[src/rtl/bnn_pkg.sv]
// Shared constants and types for the BNN activation path.
// The packer and its output slot take their parameter defaults from here.
package bnn_pkg;

  localparam int BNN_WIDTH       = 32;
  localparam int BNN_LEN_W       = 6;
  localparam int BNN_DEFAULT_LEN = 9;

  typedef logic [BNN_WIDTH-1:0] bnn_word_t;
  typedef logic [BNN_LEN_W-1:0] bnn_cnt_t;

endpackage

[src/rtl/bnn_out_slot.sv]
// Output holding register for packed activation words.
// A load always wins over a same-edge consume, so back-to-back words leave no bubble.
module bnn_out_slot
  import bnn_pkg::*;
#(
  parameter int WIDTH = BNN_WIDTH,
  parameter int LEN_W = BNN_LEN_W
) (
  input  logic             clk,
  input  logic             reset,
  input  logic             load,
  input  logic [WIDTH-1:0] load_word,
  input  logic [LEN_W-1:0] load_count,
  input  logic             out_ready,
  output logic             free,
  output logic             out_valid,
  output logic [WIDTH-1:0] out_word,
  output logic [LEN_W-1:0] out_count
);

  logic             valid_q, valid_d;
  logic [WIDTH-1:0] word_q, word_d;
  logic [LEN_W-1:0] count_q, count_d;

  assign free      = !valid_q || out_ready;
  assign out_valid = valid_q;
  assign out_word  = word_q;
  assign out_count = count_q;

  always_comb begin
    valid_d = valid_q;
    word_d  = word_q;
    count_d = count_q;
    if (load) begin
      valid_d = 1'b1;
      word_d  = load_word;
      count_d = load_count;
    end else if (out_ready) begin
      valid_d = 1'b0;
    end
  end

  always_ff @(posedge clk or negedge reset) begin
    if (!reset) begin
      valid_q <= 1'b0;
      word_q  <= '0;
      count_q <= '0;
    end else begin
      valid_q <= valid_d;
      word_q  <= word_d;
      count_q <= count_d;
    end
  end

endmodule

[src/rtl/bnn_act_packer.sv]
// Packs 1-bit threshold activations LSB-first into words for the next layer.
// A completed word that cannot enter the output slot waits in the accumulator (pending).
module bnn_act_packer
  import bnn_pkg::*;
#(
  parameter int WIDTH       = BNN_WIDTH,
  parameter int LEN_W       = BNN_LEN_W,
  parameter int DEFAULT_LEN = BNN_DEFAULT_LEN
) (
  input  logic             clk,
  input  logic             reset,
  input  logic             in_valid,
  input  logic             in_bit,
  output logic             in_ready,
  input  logic             flush,
  input  logic             len_we,
  input  logic [LEN_W-1:0] len_in,
  output logic             len_err,
  output logic             out_valid,
  input  logic             out_ready,
  output logic [WIDTH-1:0] out_word,
  output logic [LEN_W-1:0] out_count
);

  localparam logic [LEN_W-1:0] FULL_LEN  = LEN_W'(WIDTH);
  localparam logic [LEN_W-1:0] RESET_LEN = LEN_W'(DEFAULT_LEN);

  logic [WIDTH-1:0] acc_word_q, acc_word_d;
  logic [LEN_W-1:0] acc_cnt_q, acc_cnt_d;
  logic [LEN_W-1:0] pack_len_q, pack_len_d;
  logic             pending_q, pending_d;
  logic             len_err_q, len_err_d;

  logic             accept;
  logic             complete;
  logic             slot_free;
  logic             load;
  logic [WIDTH-1:0] merged_word;
  logic [LEN_W-1:0] merged_cnt;

  assign in_ready = !pending_q;
  assign accept   = in_valid && !pending_q;
  assign len_err  = len_err_q;

  // Accumulator contents after this cycle's bit; flush is judged on this view.
  always_comb begin
    merged_word = acc_word_q;
    merged_cnt  = acc_cnt_q;
    if (accept) begin
      merged_word = acc_word_q | (WIDTH'(in_bit) << acc_cnt_q);
      merged_cnt  = acc_cnt_q + LEN_W'(1);
    end
  end

  assign complete = !pending_q &&
                    ((accept && (merged_cnt == pack_len_q)) ||
                     (flush && (merged_cnt != '0)));

  // While pending the accumulator is frozen, so merged_* equals the pending word.
  always_comb begin
    acc_word_d = merged_word;
    acc_cnt_d  = merged_cnt;
    pending_d  = pending_q;
    load       = 1'b0;
    if (pending_q) begin
      if (slot_free) begin
        load       = 1'b1;
        acc_word_d = '0;
        acc_cnt_d  = '0;
        pending_d  = 1'b0;
      end
    end else if (complete) begin
      if (slot_free) begin
        load       = 1'b1;
        acc_word_d = '0;
        acc_cnt_d  = '0;
      end else begin
        pending_d = 1'b1;
      end
    end
  end

  always_comb begin
    pack_len_d = pack_len_q;
    len_err_d  = 1'b0;
    if (len_we) begin
      if ((acc_cnt_q == '0) && !pending_q && !accept) begin
        pack_len_d = ((len_in == '0) || (len_in > FULL_LEN)) ? FULL_LEN : len_in;
      end else begin
        len_err_d = 1'b1;
      end
    end
  end

  always_ff @(posedge clk or negedge reset) begin
    if (!reset) begin
      acc_word_q <= '0;
      acc_cnt_q  <= '0;
      pending_q  <= 1'b0;
      pack_len_q <= RESET_LEN;
      len_err_q  <= 1'b0;
    end else begin
      acc_word_q <= acc_word_d;
      acc_cnt_q  <= acc_cnt_d;
      pending_q  <= pending_d;
      pack_len_q <= pack_len_d;
      len_err_q  <= len_err_d;
    end
  end

  bnn_out_slot #(
    .WIDTH(WIDTH),
    .LEN_W(LEN_W)
  ) u_out_slot (
    .clk       (clk),
    .reset     (reset),
    .load      (load),
    .load_word (merged_word),
    .load_count(merged_cnt),
    .out_ready (out_ready),
    .free      (slot_free),
    .out_valid (out_valid),
    .out_word  (out_word),
    .out_count (out_count)
  );

endmodule
[config.mk]
export PLATFORM = sky130hd
export DESIGN_NAME = bnn_act_packer
export DESIGN_NICKNAME = d
export VERILOG_FILES = /design/src/rtl/bnn_pkg.sv /design/src/rtl/bnn_out_slot.sv /design/src/rtl/bnn_act_packer.sv
export SDC_FILE = /design/constraint.sdc
export NUM_CORES = 1
export LEC_CHECK = 0
export ABC_AREA = 1
export BUFFER_PORTS_ARGS = -buffer_cell sky130_fd_sc_hd__buf_2
export CAP_MARGIN = 40
export CORE_ASPECT_RATIO = 1.4
export CORE_MARGIN = 2
export CORE_UTILIZATION = 57
export DETAILED_ROUTE_END_ITERATION = 8
export GPL_ROUTABILITY_DRIVEN = 0
export PLACE_DENSITY = 0.79
export SLEW_MARGIN = 25
export SYNTH_ARGS = -nofsm -noshare
export SYNTH_HDL_FRONTEND = slang
export SYNTH_SLANG_ARGS = --single-unit
[constraint.sdc]
create_clock -name clk -period 2.75 [get_ports clk]
set_input_delay 0.1375 -clock clk [delete_from_list [all_inputs] [get_ports clk]]
set_output_delay 0.1375 -clock clk [all_outputs]
set_load 0.05 [all_outputs]
==> summary by stage, run 1 <==
Global route
The number of global-route vias before repair came to 3106. The routing layer with the top usage in global route is met2. The initial antenna violation count is 0. The global routing usage on met1 is 0.305. The first global-routing pass estimated 14100 um of wire. The global-route usage over all layers is 0.253. Entering global routing, the biggest net connects 46 pins. The total global routing overflow is 0.

The met3 demand-to-capacity share in global routing is 0.0432. The met2 track demand over resource in global routing is 0.420.

Worst setup path
The startpoint identified for the worst register-to-register timing path is acc_cnt_q[0]. The sort of element at the end of the critical path is a flip-flop. The nature of the critical path startpoint is a flip-flop.

For the worst setup path, the data required time is ~3 ns. The number of buffers and inverters on the critical path is 4. The largest stage delay on the critical path is 0.49 ns. In this run the worst path has a maximum fanout of 32. The standard cell with the maximum stage delay on the critical path is dfrtp_1. The classification of the worst setup path is reg -> reg. At the worst endpoint, the arrival time is 2.55 ns. On the critical path the largest part of the delay comes from simple AND/OR/NAND/NOR gates. Across all register-to-register paths, the minimum setup slack is 0.45 ns.

The worst register-to-register path ends at acc_word_q[13]. The signal on the critical path passes through inv_2, ha_1, inv_1, nand2_1, nand3_1, a21oi_1, nand3_1, nor2_1, nand2_1, nand3_2, nand2_2, inv_2, buf_12, nor2_1. The number of cell instances on the worst register-to-register path is 14.

Cells and area
Relative to the synthesized area, the layout overhead comes to 15.9%. The final antenna diode count is 0. In the final design database the tool counted roughly 540 nets.

The final instance count without filler cells is 602. The final design utilization is 0.674. Of the cells placed in the final design, the portion with a size suffix greater than 1 is 0.170.

Yosys
Synthesis inferred 85 register bits. The share of the synthesized area in the top cell type is 0.551. A synthesized cell averages 8.08 um2. After synthesis, the share of flip-flops with an asynchronous set or reset is 1.00.

The cell taking the most area after synthesis is dfrtp_1. The number of warnings issued by yosys is 0. Counting flops with a built-in enable in the synthesized netlist gives 0. Ranked by total cell area, the synthesized netlist is headed by dfrtp_1, nand2_1, nand3_1.

The netlist uses 25 different library cells. Of the synthesized area, sequential elements account for 0.565. The net count after synthesis is 481.

For this run, the leading register cell type out of synthesis is dfrtp_1. The synthesized cell area is 3770 um2. Synthesis produced a netlist whose cell count is between 400 and 500.

Counting instances in the post-synthesis netlist gives the leading cell types as nand2_1, dfrtp_1, nor2_1. In the post-synthesis netlist, the cell with the most instances is nand2_1.

Hold path
The path class of the lowest-slack min-delay path is in -> reg. The sink of the worst hold path is pack_len_q[3]. The worst hold path cell count is 3. The worst hold path begins at len_in[3].

Die
Measured along the x axis, the die boundary spans 72.7 um. The number of placement rows is 35. The die covers 7290 um2. The number of ports placed on the die boundary is 54. The starting density of the core is 0.581.

The chip height is 100 um. The total core area is 6480 um2.

Clocking
The clock sink total is 85. Hold repair after CTS inserted 2 buffers. The number of H-tree levels is 3. In this run the post-CTS setup repair buffer count came out at 0.

TritonCTS built the clock tree. The post-CTS resize count is 0. The root buffer cell chosen for the clock tree is clkbuf_8.

The total clock buffers created by CTS is 9. The clock edge transition at the registers on the reported setup and hold paths is 0.09 ns. The later pin in the worst-skew pair is clocked with a latency of 0.36 ns. The number of buffers between clock root and the deepest sink is 2.

STA
The number of hold violations in the final report is 0. Measured against its own limit, the worst slew margin works out to 0.591. Across all setup checks in the final design, the least slack found is between 0.4 and 0.5 ns. The maximum clock rate is 0.435 GHz. Of the available clock period, the critical path in the final layout requires 0.836. The setup TNS after final layout is 0 ns. The transition time of the tightest slew-check pin is between 0.6 and 0.7 ns. The shortest clock period the worst path allows after layout is approximately 2.3 ns. The number of pins with negative max-slew slack in the final report is 0. Setup repair after global routing left no endpoint under its margin. Setup violations remaining at the end of the flow were counted as 0. The worst clock skew is approximately 0.009 ns.

Outcome
The run finished with clean final reports.

Drt
The post-detailed-route count of antenna-violating nets is 0. Wires add up to 8290 um. Summing over every cut layer, the via total after detailed routing is between 3000 and 4000. The average vias per placed instance is 5.26. The DRC violation count after routing is 0. In this run, the number of DRC markers left after iteration 0 of detailed routing was 265. Before antenna repair, the detailed router went through 4 iterations. In the final routed layout, each cell accounts on average for between 10 and 15 um.

Place
The worst slack at placement is roughly 0.55 ns. The half-perimeter wire length after detailed placement is just under 6000 um. The number of port buffers is 53. The total placed cells including tap cells is 584.

Power and ir drop
The total power density per cell area is 874 nW/um2. IR analysis of the VDD net gives a maximum drop of 0.000751 V. Summing internal, switching and leakage power gives between 3 and 4 mW.

Summed over all cells, the static leakage comes to about 2.7 nW.

Flow run
The tool flagged a number of max-cap violations equal to 0.
## worst min-delay path: stages
cell and delay [ns]:
buf_2 0.10, nand3_1 0.06, o21ai_0 0.07
## layout by cell type, fill, tap and decap left out, types with 2 or more instances in the layout
master,count
a21oi_1,33
buf_12,2
buf_2,52
buf_4,8
bufinv_16,2
clkbuf_8,9
clkinv_1,2
clkinvlp_4,2
dfrtp_1,83
dfstp_2,2
dlygate4sd3_1,2
ha_1,2
inv_1,63
inv_2,4
inv_6,2
nand2_1,112
nand2_2,3
nand3_1,56
nor2_1,69
nor3_1,5
o21ai_0,5
## power by group
part | internal [mW] | switching [mW] | total (mW)
registers | 1.41 | 0.106 | 1.52
logic | 0.340 | 0.978 | 1.32
clock network | 0.516 | 0.470 | 0.986
## layout make-up
cell class                 count  area [um2]
clock buffer                   9         124
fill                         561        2110
multi-input combinational    294        1280
sequential                    85        2130
clock inverter                 7        97.6
timing repair buffer          64         380
tap                           74        92.6
inverter                      69         259
## state kept, by name (all words and copies together) (netlist names)
register              cells
u_out_slot.out_word      32
u_out_slot.out_valid      1
acc_cnt_q                 6
u_out_slot.out_count      6
pending_q                 1
pack_len_q                6
len_err                   1
acc_word_q               32
## worst max path at each step
stage,start,end,cells after the start
2_1_floorplan,pending_q,u_out_slot.out_count[0],14
3_3_place_gp,acc_cnt_q[0],u_out_slot.out_word[9],14
3_5_place_dp,acc_cnt_q[0],acc_word_q[7],14
4_1_cts,acc_cnt_q[0],u_out_slot.out_count[5],12
5_1_grt,acc_cnt_q[0],u_out_slot.out_count[5],12
6_report,acc_cnt_q[0],acc_word_q[13],14
## per-stage QoR
stage	instance area, um2	hold WS (ns)
after global placement	4110	0.364
final	4370	0.0221
after global routing	4370	0.0461
after CTS	4370	0.0258
after floorplan	3770	-0.158
after detailed placement	4130	0.153
## metal layers
layer	vias up	routed length, um
li1	1550	-
met5	-	0
met4	0	384
met1	1483	3240
met2	103	4260
met3	28	402
## kinds of logic after synthesis
family          synth area share
simple gates               0.277
buf+inv                   0.0937
flops                      0.565
compound gates            0.0575
fa+ha+maj                0.00664
Note: power is estimated with default switching activity, not from simulation.
==> inputs of run 2 (changes only) <==
==> constraint.sdc (replaced) <==
create_clock -name clk -period 2.4 [get_ports clk]
set_input_delay 0.12 -clock clk [delete_from_list [all_inputs] [get_ports clk]]
set_output_delay 0.12 -clock clk [all_outputs]
set_load 0.05 [all_outputs]
==> run 2 against run 1 <==
Against the previous run: cell area grew 1.4%; critical path type unchanged; routed wire length up 0.70%; largest cell class unchanged; critical endpoint is now acc_word_q[29]; sequential share of layout area shrank 0.66 points.
==> summary by stage, run 2 (synthesis gave the netlist of run 1 again) <==
Clocking
The post-CTS setup buffer count is 0 (unchanged). TritonCTS built the clock tree. The total clock buffers created by CTS is 9 (unchanged). The clock edge transition at the registers on the reported setup and hold paths was 0.09 ns (about the same). The clock sink total was 85 (unchanged). The number of buffers between clock root and the deepest sink is 2 (unchanged).

The clock latency reported for the late side of the worst-skew pair was 0.35 ns (about the same). The number of H-tree levels came to 3 (unchanged). The master cell of the clock root buffer is clkbuf_8.

Worst setup path
STA classifies the critical path startpoint as a flip-flop. The data arrival time at the worst-slack endpoint is 2.39 ns (-0.16 ns). The sort of element at the end of the critical path is a flip-flop. The worst endpoint required time came to 2.64 ns (-0.36 ns).

The classification of the worst setup path is reg -> reg. The peak fanout along the critical path was 9 (-72%).

Drt
The total length of routed wires is 8350 um (+0.70%). The first-pass detailed-route iteration total was 4 (unchanged). The DRC violation count after routing was 0 (unchanged). The average vias per placed instance is 5.29 (+0.70%). The detail-routed net length per standard cell came to 13.8 um (+0.20%).

The via total after detailed routing is 3202 (+1.2%). The violation count after the first detailed-route iteration is 274 (+3.4%). The post-detailed-route count of antenna-violating nets is 0 (unchanged).

Die
The number of placement rows is 35 (unchanged). The starting density of the core is 0.581 (unchanged). The chip height is 100 um (unchanged). The number of ports placed on the die boundary is 54 (unchanged). The overall die width was 72.7 um (unchanged). The total core area is 6480 um2 (unchanged). The full die area was 7290 um2 (unchanged).

STA
The number of pins with negative max-slew slack in the final report is 0 (unchanged). The setup TNS after final layout is 0 ns (unchanged). The maximum clock rate was 0.466 GHz (+7.2%). The number of hold violations in the final report is 0 (unchanged). The worst slew margin relative to its limit was 0.665 (+0.0742). Setup repair after global routing left no endpoint under its margin. The transition time of the tightest slew-check pin came to 0.502 ns (-0.107 ns). The worst clock skew is 0.00621 ns (-0.00273 ns). The shortest clock period the worst path allows after layout is 2.14 ns (-0.155 ns). The final period utilization was 0.894 (+0.0575). The number of setup violations in the final report is 0 (unchanged).

Cells and area
The final net count came to 541 (+0.56%). The share of layout cells above drive strength 1 came to 0.179 (+0.00845). The final design utilization is 0.684 (+0.00965). Leaving out fill and tap cells, the most frequent cell in the layout is nand2_1. The final antenna diode count is 0 (unchanged). The area added between synthesis and finish is 17.6%. The finished layout cell area is 4430 um2 (+1.4%).

The top cell types in the final layout, fill and taps aside, are nand2_1, dfrtp_1, nor2_1.

Place
The half-perimeter wire length after detailed placement is 5980 um (+1.3%). The placed standard-cell area is 4160 um2 (+0.73%). The number of port buffers was 53 (unchanged).

Flow run
The max capacitance violation total came to 0 (unchanged).

Global route
The initial antenna violation count came to 0 (unchanged). The first-pass GRT wire length is 14300 um (+1.2%). The global-route usage over all layers is 0.258 (+0.00525). The total global routing overflow is 0 (unchanged). The number of global-route vias before repair was 3165 (+1.9%). The maximum number of pins on one net before global-route repair is 49 (+6.5%).

Outcome
The flow ran to the end, and the final reports show no timing, DRC or antenna violations.

Power and ir drop
The total power density per cell area was 1010 nW/um2 (+16%). The peak ir drop on the vdd network is 0.000763 V (+1.6%). The static power due to leakage is 2.70 nW (+0.92%).

Hold path
The path class of the lowest-slack min-delay path is in -> reg.
[run 2: changes by cell type in the layout (fill, tap and decap cells not counted), sizes merged]
cell,before,now
buf,62,65
bufinv,2,3
clkinv,3,2
clkinvlp,2,3
inv,69,68
[run 2: area by class of cell]
class	count	area, um2
flip-flops and latches	85	2130
fillers	547	2050
multi-input cells	294	1290
repair buffers	67	414
inverters	69	259
clock buffers	9	124
clock inverters	7	121
well taps	74	92.6
[run 2: power breakdown]
part           switching, mW  internal [mW]  total [mW]
Sequential             0.113           1.62        1.73
Combinational           1.12          0.425        1.55
Clock                  0.522          0.694        1.22
[run 2: metrics by stage]
| stage | std cells | worst slack (ns) | power [mW] | hold WS (ns) |
|---|---|---|---|---|
| after floorplan | 466 | 0.373 | 2.86 | -0.176 |
| after global placement | 586 | 0.305 | 3.22 | 0.343 |
| after detailed placement | 587 | 0.249 | 3.27 | 0.129 |
| after CTS | 605 | 0.209 | 4.50 | 0.0143 |
| after global routing | 605 | 0.0177 | 4.75 | 0.0500 |
| final | 605 | 0.255 | 4.49 | 0.0205 |
[run 2: timing repair]
action	in CTS	in global routing
hold buffers	2	0
gates resized for setup	0	3
hold endpoints to repair	38	0
setup endpoints to repair	0	17
[run 2: routing by layer]
| layer | vias up | share of wire | routed length, um | GRT usage |
|---|---|---|---|---|
| li1 | 1558 | - | - | - |
| met1 | 1510 | 0.38 | 3190 | 0.304 |
| met2 | 109 | 0.53 | 4460 | 0.454 |
| met3 | 25 | 0.048 | 402 | 0.0432 |
| met4 | 0 | 0.036 | 297 | 0.120 |
| met5 | - | 0 | 0 | 0 |
[run 2: worst paths after layout]
kind	startpoint	endpoint	slack [ns]	depth (start not counted)
setup reg to reg	acc_cnt_q[1]	acc_word_q[29]	0.26	14
hold reg to reg	u_out_slot.out_word[23]	u_out_slot.out_word[23]	0.47	2
setup / recovery	acc_cnt_q[1]	acc_word_q[29]	0.26	14
hold / removal	len_in[3]	pack_len_q[3]	0.02	3
max in group asynchronous	reset	pack_len_q[3]	1.46	3
min in group asynchronous	reset	u_out_slot.out_word[11]	0.28	2
[run 2: worst max-delay path, stage by stage (launching register included)]
cell	delay [ns]
dfrtp_1	0.41
inv_1	0.11
ha_1	0.34
inv_1	0.05
nand2_1	0.05
nand3_1	0.07
a21oi_1	0.14
nand3_1	0.09
nor2_1	0.12
nand2_1	0.08
nand3_2	0.10
nand2_2	0.07
inv_2	0.15
buf_4	0.19
nor2_1	0.06
==> inputs of run 3 (changes only) <==
--- a/config.mk
+++ b/config.mk
@@ -10,10 +10,11 @@
 export CAP_MARGIN = 40
 export CORE_ASPECT_RATIO = 1.4
 export CORE_MARGIN = 2
-export CORE_UTILIZATION = 57
+export CORE_UTILIZATION = 59
+export CTS_BUF_LIST = sky130_fd_sc_hd__clkbuf_8
 export DETAILED_ROUTE_END_ITERATION = 8
 export GPL_ROUTABILITY_DRIVEN = 0
-export PLACE_DENSITY = 0.79
+export PLACE_DENSITY = 0.82
 export SLEW_MARGIN = 25
 export SYNTH_ARGS = -nofsm -noshare
 export SYNTH_HDL_FRONTEND = slang
==> run 3 against run 2 <==
Against the previous run: sequential share of layout area increased by 0.82 points; global-route usage decreased by 0.26 points; via count decreased by 1.4%; setup slack got worse by 0.059 ns; critical path type unchanged.
==> summary by stage, run 3 (synthesis gave the netlist of run 1 again) <==
Die
The number of placement rows came to 34 (-2.9%). The starting density of the core is 0.607 (+0.0253). The total core area was 6210 um2 (-4.2%). The chip height is 98.6 um (-1.6%). The overall die width is 71.5 um (-1.6%). The number of ports placed on the die boundary came to 54 (unchanged). The full die area is 7050 um2 (-3.2%).

Global route
The initial antenna violation count was 0 (unchanged). The maximum number of pins on one net before global-route repair is 46 (-6.1%). The global routing usage on met1 is 0.306 (+0.00273). The met2 track demand over resource in global routing is 0.440 (-0.0137). The total global routing overflow was 0 (unchanged). The routing layer with the top usage in global route is met2. The first-pass GRT wire length was 14000 um (-1.8%). The global-route usage over all layers is 0.256 (-0.00257). The number of global-route vias before repair is 3079 (-2.7%).

The met3 demand-to-capacity share in global routing is 0.0573 (+0.0141).

STA
The setup TNS after final layout is 0 ns (unchanged). Setup repair after global routing left no endpoint under its margin. The final period utilization is 0.918 (+0.0245).

The worst slew margin relative to its limit is 0.637 (-0.0280). The maximum clock rate is 0.454 GHz (-2.7%). The number of hold violations in the final report is 0 (unchanged). The worst clock skew is 0.00782 ns (+0.00161 ns). The transition time of the tightest slew-check pin came to 0.544 ns (+0.0420 ns). The number of setup violations in the final report is 0 (unchanged). The number of pins with negative max-slew slack in the final report is 0 (unchanged). The shortest clock period the worst path allows after layout was 2.20 ns (+0.0588 ns).

Cells and area
The area added between synthesis and finish is 15.7%. In the layout the commonest cells are nand2_1, dfrtp_1, nor2_1. The final instance count without filler cells is 601 (-0.66%). The share of layout cells above drive strength 1 came to 0.178 (-0.00121). The final design utilization was 0.702 (+0.0183).

The final net count was 540 (-0.18%). The final antenna diode count came to 0 (unchanged). The library cell used most frequently in the layout, excluding fill and tap cells, is nand2_1.

Clocking
The total clock buffers created by CTS is 9 (unchanged). The number of H-tree levels is 3 (unchanged). The post-CTS setup buffer count was 0 (unchanged). The number of buffers between clock root and the deepest sink is 2 (unchanged). The root buffer cell chosen for the clock tree is clkbuf_8. TritonCTS built the clock tree. The clock latency reported for the late side of the worst-skew pair is 0.36 ns (about the same). The clock edge transition at the registers on the reported setup and hold paths came to 0.08 ns (about the same). The clock sink total is 85 (unchanged).

Worst setup path
By startpoint and endpoint, the worst setup path is classified as reg -> reg. The cell type group with the largest total delay on the critical path is simple AND/OR/NAND/NOR gates. The worst endpoint required time was 2.64 ns (about the same). The largest stage delay on the critical path is 0.45 ns (+0.04 ns). The data arrival time at the worst-slack endpoint is 2.45 ns (+0.06 ns). The critical path goes through ha_1, nand3_1, o21bai_1, nand2_1, nor2_1, nand3_1, nand2_1, nand3_2, buf_12, a21boi_0.

STA classifies the critical path startpoint as a flip-flop. The buffering stage count on the worst path with inverters included is 1 (-3). STA classifies the critical path endpoint as a flip-flop. The peak fanout along the critical path was 40 (+31). The standard cell with the maximum stage delay on the critical path is dfrtp_2.

Power and ir drop
The static power due to leakage came to 2.68 nW (-0.91%). The peak ir drop on the vdd network is 0.000878 V (+15%). The total power density per cell area is 984 nW/um2 (-3.0%).

Outcome
The run finished with clean final reports.

Drt
The violation count after the first detailed-route iteration is 259 (-5.5%). The DRC violation count after routing is 0 (unchanged). The first-pass detailed-route iteration total is 5 (+1). The via total after detailed routing is 3158 (-1.4%). The total length of routed wires was 8100 um (-3.0%).

The detail-routed net length per standard cell is 13.5 um (-2.3%). The average vias per placed instance is 5.25 (-0.72%). The post-detailed-route count of antenna-violating nets is 0 (unchanged).

Place
The number of port buffers is 53 (unchanged). The total placed cells including tap cells is 584 (-0.51%). The half-perimeter wire length after detailed placement was 5980 um (about the same).

Hold path
The path class of the lowest-slack min-delay path is in -> reg.

Flow run
The max capacitance violation total is 0 (unchanged).
==> run 3: repair_timing <==
action | 4_1_cts | 5_1_grt
endpoints found under the hold margin | 43 | 0
endpoints found under the setup margin | 0 | 58
hold buffers | 2 | 0
gates resized for setup | 0 | 3
==> run 3: per-layer routing <==
| layer | vias up | wire length, um |
|---|---|---|
| met5 | - | 0 |
| met4 | 0 | 262 |
| met3 | 26 | 388 |
| met2 | 110 | 4270 |
| met1 | 1465 | 3180 |
| li1 | 1557 | - |
==> run 3: worst paths after layout <==
check	start	to	slack (ns)	depth (start not counted)
setup / recovery	acc_cnt_q[0]	acc_cnt_q[4]	0.20	10
hold / removal	len_in[4]	pack_len_q[4]	0.02	3
setup reg to reg	acc_cnt_q[0]	acc_cnt_q[4]	0.20	10
hold reg to reg	u_out_slot.out_word[9]	u_out_slot.out_word[9]	0.47	2
max in group asynchronous	reset	pack_len_q[3]	1.37	3
min in group asynchronous	reset	u_out_slot.out_count[2]	0.29	2
==> run 3: final cells by class <==
| class | instances | area [um2] |
|---|---|---|
| flip-flops and latches | 85 | 2130 |
| fillers | 514 | 1850 |
| multi-input cells | 294 | 1290 |
| repair buffers | 66 | 383 |
| inverters | 69 | 259 |
| clock buffers | 11 | 151 |
| well taps | 72 | 90.1 |
| clock inverters | 4 | 55.1 |
==> run 3: metrics by stage <==
| step | worst slack [ns] | power (mW) | instance area (um2) | hold slack (ns) |
|---|---|---|---|---|
| detailed placement | 0.161 | 3.24 | 4130 | 0.147 |
| floorplan | 0.373 | 2.86 | 3770 | -0.176 |
| CTS | 0.135 | 4.29 | 4350 | 0.0129 |
| global placement | 0.270 | 3.20 | 4130 | 0.134 |
| global route | 0.0410 | 4.56 | 4360 | 0.0410 |
| finish | 0.196 | 4.29 | 4360 | 0.0166 |
==> run 3: power breakdown <==
group	switching [mW]	total (mW)	internal [mW]
combinational	1.10	1.50	0.399
sequential	0.123	1.74	1.62
clock	0.511	1.05	0.539
total	1.73	4.29	2.56
==> run 3: worst register-to-register path, stage by stage (launching register included) <==
cell and delay [ns]:
dfrtp_2 0.45, ha_1 0.20, nand3_1 0.14, o21bai_1 0.21, nand2_1 0.14, nor2_1 0.14
nand3_1 0.09, nand2_1 0.12, nand3_2 0.13, buf_12 0.19, a21boi_0 0.29
